## src/rtl/gwct_apb_regs.sv

```systemverilog
// APB3/4 slave: ID, CTRL, a mailbox FIFO with sticky status, and four byte-strobed scratch words.
// Define GWCT_APB_WAIT_EN to insert WAIT_CYCLES access-phase wait states; without it every access is zero-wait.

module gwct_apb_regs #(
    parameter int FIFO_DEPTH  = 8,
    parameter int WAIT_CYCLES = 2
) (
    input  logic        clk,
    input  logic        rstn,
    input  logic [31:0] PADDR,
    input  logic        PSEL,
    input  logic        PENABLE,
    input  logic        PWRITE,
    input  logic [31:0] PWDATA,
    input  logic [3:0]  PSTRB,
    input  logic [2:0]  PPROT,
    output logic [31:0] PRDATA,
    output logic        PREADY,
    output logic        PSLVERR,
    output logic        irq
);

    localparam int          PW          = $clog2(FIFO_DEPTH);
    localparam logic [31:0] ID_VALUE    = 32'h4757_4354;
    localparam logic [6:0]  DEPTH_CNT   = 7'(FIFO_DEPTH);
    localparam logic [PW:0] PTR_ONE     = 1;
    localparam logic        LP_HAS_WAIT = (WAIT_CYCLES > 0);
`ifdef GWCT_APB_WAIT_EN
    localparam logic [3:0]  LP_WAIT_LOAD = 4'((WAIT_CYCLES > 0) ? (WAIT_CYCLES - 1) : 0);
`endif

    typedef enum logic [1:0] {IDLE, SETUP, WAIT, ACCESS} state_t;

    state_t      r_state;
    state_t      w_phase;
    state_t      w_state_nxt;
    logic [3:0]  r_wcnt;
    logic [3:0]  w_wcnt_nxt;

    logic [PW:0] r_wptr;
    logic [PW:0] r_rptr;
    logic [PW:0] w_diff;
    logic [6:0]  w_count;
    logic        w_empty;
    logic        w_full;
    logic [31:0] r_mem [FIFO_DEPTH];

    logic [31:0] r_scratch [4];
    logic        r_irq_en;
    logic        r_ovf;
    logic        r_udf;
    logic        r_irq;

    logic [7:0]  w_addr;
    logic        w_bad_addr;
    logic        w_xfer;
    logic        w_wr;
    logic        w_rd;
    logic        w_is_fifo;
    logic        w_is_scr;
    logic        w_ctrl_wr;
    logic        w_flush;
    logic        w_sts_wr;
    logic        w_scr_wr;
    logic        w_push;
    logic        w_pop;
    logic        w_ovf_set;
    logic        w_udf_set;
    logic [31:0] w_status;
    logic        w_unused;

    function automatic logic [31:0] f_strb_merge(input logic [31:0] old_v,
                                                 input logic [31:0] new_v,
                                                 input logic [3:0]  strb);
        logic [31:0] res;
        res = old_v;
        for (int b = 0; b < 4; b++) begin
            if (strb[b]) res[8*b +: 8] = new_v[8*b +: 8];
        end
        return res;
    endfunction

    // SETUP is the bus setup-phase cycle, recognised combinationally while the
    // register still reads IDLE, so a zero-wait access completes one cycle later.
    always_comb begin
        w_phase = r_state;
        if (r_state == IDLE && PSEL && !PENABLE) w_phase = SETUP;
        w_state_nxt = w_phase;
        w_wcnt_nxt  = r_wcnt;
        case (w_phase)
            IDLE: w_state_nxt = IDLE;
            SETUP: begin
`ifdef GWCT_APB_WAIT_EN
                if (LP_HAS_WAIT) begin
                    w_state_nxt = WAIT;
                    w_wcnt_nxt  = LP_WAIT_LOAD;
                end else begin
                    w_state_nxt = ACCESS;
                end
`else
                w_state_nxt = ACCESS;
`endif
            end
            WAIT: begin
                if (!PSEL) begin
                    w_state_nxt = IDLE;
                end else if (r_wcnt == 4'd0) begin
                    w_state_nxt = ACCESS;
                end else begin
                    w_state_nxt = WAIT;
                    w_wcnt_nxt  = r_wcnt - 4'd1;
                end
            end
            ACCESS:  w_state_nxt = IDLE;
            default: w_state_nxt = IDLE;
        endcase
    end

    always_ff @(posedge clk or negedge rstn) begin
        if (!rstn) begin
            r_state <= IDLE;
            r_wcnt  <= 4'd0;
        end else begin
            r_state <= w_state_nxt;
            r_wcnt  <= w_wcnt_nxt;
        end
    end

    assign w_diff  = r_wptr - r_rptr;
    assign w_count = 7'(w_diff);
    assign w_empty = (w_count == 7'd0);
    assign w_full  = (w_count == DEPTH_CNT);

    // All side effects are qualified by ACCESS, which is exactly the PREADY=1 cycle.
    assign w_addr     = PADDR[7:0];
    assign w_bad_addr = (w_addr[1:0] != 2'b00) || (w_addr > 8'h1C);
    assign w_xfer     = (r_state == ACCESS);
    assign w_wr       = w_xfer && !w_bad_addr && PWRITE;
    assign w_rd       = w_xfer && !w_bad_addr && !PWRITE;
    assign w_is_fifo  = (w_addr == 8'h08);
    assign w_is_scr   = (w_addr[7:4] == 4'h1);
    assign w_ctrl_wr  = w_wr && (w_addr == 8'h04);
    assign w_flush    = w_ctrl_wr && PWDATA[1];
    assign w_sts_wr   = w_wr && (w_addr == 8'h0C);
    assign w_scr_wr   = w_wr && w_is_scr;
    assign w_push     = w_wr && w_is_fifo && !w_full;
    assign w_ovf_set  = w_wr && w_is_fifo && w_full;
    assign w_pop      = w_rd && w_is_fifo && !w_empty;
    assign w_udf_set  = w_rd && w_is_fifo && w_empty;

    assign w_status = {20'd0, r_udf, r_ovf, w_full, w_empty, 1'b0, w_count};

    always_comb begin
        PRDATA = 32'd0;
        if (w_rd) begin
            case (w_addr)
                8'h00:   PRDATA = ID_VALUE;
                8'h04:   PRDATA = {31'd0, r_irq_en};
                8'h08:   PRDATA = w_pop ? r_mem[r_rptr[PW-1:0]] : 32'd0;
                8'h0C:   PRDATA = w_status;
                default: PRDATA = w_is_scr ? r_scratch[w_addr[3:2]] : 32'd0;
            endcase
        end
    end

    assign PREADY  = w_xfer;
    assign PSLVERR = w_xfer && (w_bad_addr || w_ovf_set || w_udf_set);
    assign irq     = r_irq;

    always_ff @(posedge clk or negedge rstn) begin
        if (!rstn) begin
            r_wptr   <= '0;
            r_rptr   <= '0;
            r_irq_en <= 1'b0;
            r_ovf    <= 1'b0;
            r_udf    <= 1'b0;
            r_irq    <= 1'b0;
            for (int i = 0; i < 4; i++) r_scratch[i] <= 32'd0;
        end else begin
            r_irq <= r_irq_en && (!w_empty || r_ovf);
            if (w_ctrl_wr) r_irq_en <= PWDATA[0];
            if (w_flush) begin
                r_wptr <= '0;
                r_rptr <= '0;
            end else begin
                if (w_push) r_wptr <= r_wptr + PTR_ONE;
                if (w_pop)  r_rptr <= r_rptr + PTR_ONE;
            end
            if (w_ovf_set)                  r_ovf <= 1'b1;
            else if (w_sts_wr && PWDATA[10]) r_ovf <= 1'b0;
            if (w_udf_set)                  r_udf <= 1'b1;
            else if (w_sts_wr && PWDATA[11]) r_udf <= 1'b0;
            if (w_scr_wr) r_scratch[w_addr[3:2]] <= f_strb_merge(r_scratch[w_addr[3:2]], PWDATA, PSTRB);
        end
    end

    // FIFO storage carries data only, so it is left out of reset.
    always_ff @(posedge clk) begin
        if (w_push) r_mem[r_wptr[PW-1:0]] <= PWDATA;
    end

    assign w_unused = ^{PPROT, PADDR[31:8], LP_HAS_WAIT};

endmodule
```

## config.mk

```make
export PLATFORM = sky130hd
export DESIGN_NAME = gwct_apb_regs
export DESIGN_NICKNAME = d
export VERILOG_FILES = /design/src/rtl/gwct_apb_regs.sv
export SDC_FILE = /design/constraint.sdc
export NUM_CORES = 1
export LEC_CHECK = 0
export BUFFER_PORTS_ARGS = -buffer_cell sky130_fd_sc_hd__buf_2
export CELL_PAD_IN_SITES_DETAIL_PLACEMENT = 0
export CELL_PAD_IN_SITES_GLOBAL_PLACEMENT = 1
export CORE_MARGIN = 8
export CORE_UTILIZATION = 53
export CTS_BUF_LIST = sky130_fd_sc_hd__clkbuf_2 sky130_fd_sc_hd__clkbuf_4 sky130_fd_sc_hd__clkbuf_8
export DETAILED_ROUTE_END_ITERATION = 12
export GPL_TIMING_DRIVEN = 1
export PLACE_DENSITY = 0.82
export SYNTH_ARGS = -nofsm -noshare
export SYNTH_HDL_FRONTEND = slang
export SYNTH_SLANG_ARGS = --single-unit
```

## constraint.sdc

```tcl
create_clock -name clk -period 7.05 [get_ports clk]
set_input_delay 1.41 -clock clk [delete_from_list [all_inputs] [get_ports clk]]
set_output_delay 1.41 -clock clk [all_outputs]
set_load 0.01 [all_outputs]
```

==> results by stage <==
Power:
- The part of the total power dissipated in the clock network is 0.405.
- For this design the total switching power over the nets is 1.11 mW.
- The power density over cell area is 257 mW/mm^2.
- The internal portion of the total power is 3.83 mW.
- The sequential share of power is 0.529.
- The static leakage power is 7.40 nW.
- The fraction of power spent switching nets is 0.225.
- The share of total power in combinational logic is 0.066.
- Across the VDD grid, the largest voltage drop is 0.000190 V.

Worst setup path:
- The arrival time reported for the critical path endpoint is 3.91 ns.
- The critical path required time is approximately 5.6 ns.
- The sort of element at the end of the critical path is a primary output.
- The maximum fanout count along the critical path is 38.
- The type of element launching the critical path is an input port.
- The most critical setup path has its endpoint at PRDATA[16].
- The length in cells of the worst reg-to-reg path is 8.
- The endpoint identified for the worst register-to-register timing path is r_mem[6][18].
- The startpoint of the lowest-slack register-to-register path is r_rptr[0].
- The critical path startpoint is PADDR[4].
- The start-to-end type of the worst setup path is in2out.
- The register-to-register path setup slack is 3.48 ns.

STA:
- Setup total negative slack on the finished layout was measured at 0 ns.
- For the pin with the worst max-slew slack, the measured transition is 0.972 ns.
- The final count of hold timing violations is 0.
- Between clock sinks in the finished design, the worst skew comes to 0.0190 ns.
- The count of pins over their slew limit is 0.
- Setup violations remaining at the end of the flow were counted as 0.
- The relative max-transition margin is 0.352.
- The final worst-path cycle share is 0.755.
- Setup repair after global routing left no endpoint under its margin.
- The tightest hold margin is 0.506 ns.
- The minimum clock period after layout is 5.32 ns.
- The maximum clock rate is 0.188 GHz.

Placement:
- The placed wire-length estimate is 24.2 mm.
- The congestion estimate from routability-driven global placement came to between 0.8 and 0.9.
- The number of buffers added on ports is 83.
- The placed instance area is 0.0179 mm^2.

Synth:
- The cell type with the highest aggregate area in the netlist is sky130_fd_sc_hd__edfxtp_1.
- The most used standard cell by instance count after synthesis is sky130_fd_sc_hd__edfxtp_1.
- The number of warnings reported in the yosys synthesis log is 0.
- The average cell area after synthesis is 14.3 um^2.
- The synthesized instance count is 1,192.
- For this run, asynchronously set or reset flops after synthesis account for 0.363.
- In the synthesized netlist the dominant register cell turns out to be sky130_fd_sc_hd__edfxtp_1.
- Of the post-synthesis cell area, the dominant cell type holds 0.450.
- The cell area that synthesis handed to floorplanning was 0.0171 mm^2.
- The net count after synthesis is 1,276.
- Ranked by total cell area, the synthesized netlist is headed by sky130_fd_sc_hd__edfxtp_1, sky130_fd_sc_hd__dfrtp_1, sky130_fd_sc_hd__mux4_2, sky130_fd_sc_hd__a21oi_1, sky130_fd_sc_hd__nand2_1.
- The number of synthesized flops with an enable pin is between 200 and 300.
- The synthesized design contains 402 register bits.
- The commonest cells after synthesis are sky130_fd_sc_hd__edfxtp_1, sky130_fd_sc_hd__a21oi_1, sky130_fd_sc_hd__dfrtp_1.
- The portion of the post-synthesis area used by sequential elements is 0.664.
- The number of distinct standard cells referenced by the synthesized netlist is 52.

Detailed routing:
- After detailed routing, the number of remaining DRC violations is 0.
- The remaining antenna violation count after routing is 0.
- The number of DRC markers after the initial detailed-route iteration is 1,099.
- Dividing the detail-routed wire length by the instance count gives 22.3 um.
- The routed wire length is 38.7 mm.
- In the routed layout, each cell is associated on average with a via count of between 5 and 6.
- The total vias in the final route is 10,200.
- The pre-antenna-repair detailed-routing pass consisted of 5 iterations.

Floorplan:
- Pin placement for this block handled 111 I/O pins.
- The effective utilization at floorplan is 0.540.
- The area of the die is 0.0382 mm^2.
- The die is 196 um tall.
- In this run the standard cell core region covers around 0.032 mm^2.
- Row generation in the floorplan step produced 65 rows.
- The die boundary width is roughly 200 um.

Cells and area:
- The post-layout instance area is 0.0192 mm^2.
- The ratio of cells with drive above 1 in the final layout is 0.255.
- The post-synthesis to final-layout area growth is 12.6%.
- The net count reported at finish is between 1,000 and 1,500.
- Measured on the finished design, the core utilization comes to 0.608.

Clocking:
- The number of buffers added to fix hold violations after cts is 0.
- The total clock sinks is approximately 400.
- The total CTS buffers is 59.
- The buffer count from post-CTS setup fixing is 0.
- No sink is reached through more buffers than the 3 on the longest clock path.
- Once the clock tree was built, the resizer swapped 0 gates to a different size.
- The master cell of the clock root buffer is sky130_fd_sc_hd__clkbuf_8.
- TritonCTS built the clock tree.
- The clock tree synthesis step divided the H-tree into 2 levels.
- The clock slew at the register clock pins of the worst setup and hold paths is 0.06 ns.
- The later-pin clock latency in the skew report is 0.61 ns.

Global routing:
- The number of global-route vias before repair was around 10,000.
- The combined global-route utilization of all metal layers is 0.202.
- The first-pass GRT wire length is around 60 mm.
- The global route total overflow is 0.
- Entering global routing, the biggest net connects 80 pins.
- The number of antenna violations at the first check in global routing is 3.

Min path:
- The min-delay analysis places its worst path in the category reg2reg.

Outcome:
- The run finished with clean final reports.

Run:
- The tool flagged a number of max-cap violations equal to 0.
==> sequential cells by signal, summed over array words and instances (netlist names) <==
register,count
irq,1
r_mem,256
r_state,2
r_wcnt,4
r_rptr,4
r_scratch,128
r_udf,1
r_wptr,4
r_irq_en,1
r_ovf,1
==> cell usage in the layout, fill, tap and decap left out, types with 2 or more instances in the layout <==
master and n:
sky130_fd_sc_hd__nand3b_1 2, sky130_fd_sc_hd__or3_1 5, sky130_fd_sc_hd__nor2b_1 2, sky130_fd_sc_hd__bufinv_16 2, sky130_fd_sc_hd__a21o_1 2, sky130_fd_sc_hd__nand3_1 8
sky130_fd_sc_hd__a221oi_2 2, sky130_fd_sc_hd__a211oi_1 30, sky130_fd_sc_hd__nor3_1 3, sky130_fd_sc_hd__a21oi_1 165, sky130_fd_sc_hd__and2_1 2, sky130_fd_sc_hd__diode_2 3
sky130_fd_sc_hd__nor3_4 2, sky130_fd_sc_hd__clkbuf_4 23, sky130_fd_sc_hd__nand4_1 4, sky130_fd_sc_hd__nor3_2 5, sky130_fd_sc_hd__inv_1 9, sky130_fd_sc_hd__or2_2 2
sky130_fd_sc_hd__nand2_1 143, sky130_fd_sc_hd__clkinv_8 2, sky130_fd_sc_hd__o21ai_0 5, sky130_fd_sc_hd__mux4_2 96, sky130_fd_sc_hd__and3_1 3, sky130_fd_sc_hd__buf_2 82
sky130_fd_sc_hd__clkinv_2 7, sky130_fd_sc_hd__nor3b_2 3, sky130_fd_sc_hd__nor2_4 3, sky130_fd_sc_hd__a221oi_1 5, sky130_fd_sc_hd__clkbuf_8 73, sky130_fd_sc_hd__clkinv_1 4
sky130_fd_sc_hd__buf_4 26, sky130_fd_sc_hd__xnor2_1 5, sky130_fd_sc_hd__dfrtp_1 144, sky130_fd_sc_hd__mux2i_1 36, sky130_fd_sc_hd__nor2_1 137, sky130_fd_sc_hd__edfxtp_1 256
sky130_fd_sc_hd__ha_1 7
==> per-stage QoR <==
step	std cells	setup slack (ns)	total power, mW
final	1733	1.73	4.95
after global routing	1733	1.63	5.12
after CTS	1730	1.75	4.98
after detailed placement	1620	1.75	2.99
after global placement	1620	1.71	2.98
after floorplan	1192	1.79	2.86
==> routing by layer <==
metal	share of wire	up-vias	routed length (um)	track usage
met2	0.47	365	18200	0.317
met1	0.44	5117	17000	0.286
li1	-	4639	-	-
met4	0.030	0	1170	0.0775
met5	0	-	0	0
met3	0.059	76	2300	0.0277
==> how the worst min path moves through the flow <==
| stage | from | endpoint | slack [ns] | cells past startpoint |
|---|---|---|---|---|
| floorplan | r_udf | r_udf | 0.47 | 1 |
| global placement | r_udf | r_udf | 0.49 | 1 |
| detailed placement | r_udf | r_udf | 0.49 | 1 |
| CTS | r_wcnt[3] | r_wcnt[3] | 0.50 | 1 |
| global route | r_wcnt[3] | r_wcnt[3] | 0.53 | 1 |
| finish | r_wcnt[3] | r_wcnt[3] | 0.51 | 1 |
==> power groups by stage <==
| stage | Sequential [mW] | Clock (mW) | Combinational (mW) |
|---|---|---|---|
| floorplan | 2.65 | 0 | 0.218 |
| global placement | 2.66 | 0 | 0.317 |
| detailed placement | 2.66 | 0 | 0.326 |
| CTS | 2.62 | 2.03 | 0.327 |
| global route | 2.62 | 2.13 | 0.362 |
| finish | 2.62 | 2.00 | 0.326 |
==> cell families (layout without fill, tap and decap cells) <==
group	Yosys count	count (layout)	synth area share
DFF	402	402	0.664
and+or+nand+nor	331	331	0.0811
AOI/OAI and AO/OA	220	220	0.0738
muxes	132	132	0.148
buffers and inverters	93	229	0.0244
adders and majority gates	8	8	0.00630
xor gates and xnor gates	6	6	0.00308
other	0	3	0
==> area by class of cell <==
cell class                      instances  area [um^2]
Clock inverter                         14          139
Sequential cell                       402        11300
Inverter                               10         37.5
Timing Repair Buffer                  109          617
Multi-Input combinational cell        697         5410
Clock buffer                           96         1180
Antenna cell                            3         7.51
Fill cell                            2379        12400
Tap cell                              402          503
==> critical path, stage by stage <==
cell	delay (ns)
sky130_fd_sc_hd__buf_2	0.56
sky130_fd_sc_hd__and2_1	0.87
sky130_fd_sc_hd__buf_4	0.30
sky130_fd_sc_hd__nand2_1	0.06
sky130_fd_sc_hd__a211oi_1	0.46
sky130_fd_sc_hd__buf_2	0.23
No activity file was read; power rests on OpenSTA's default activity.
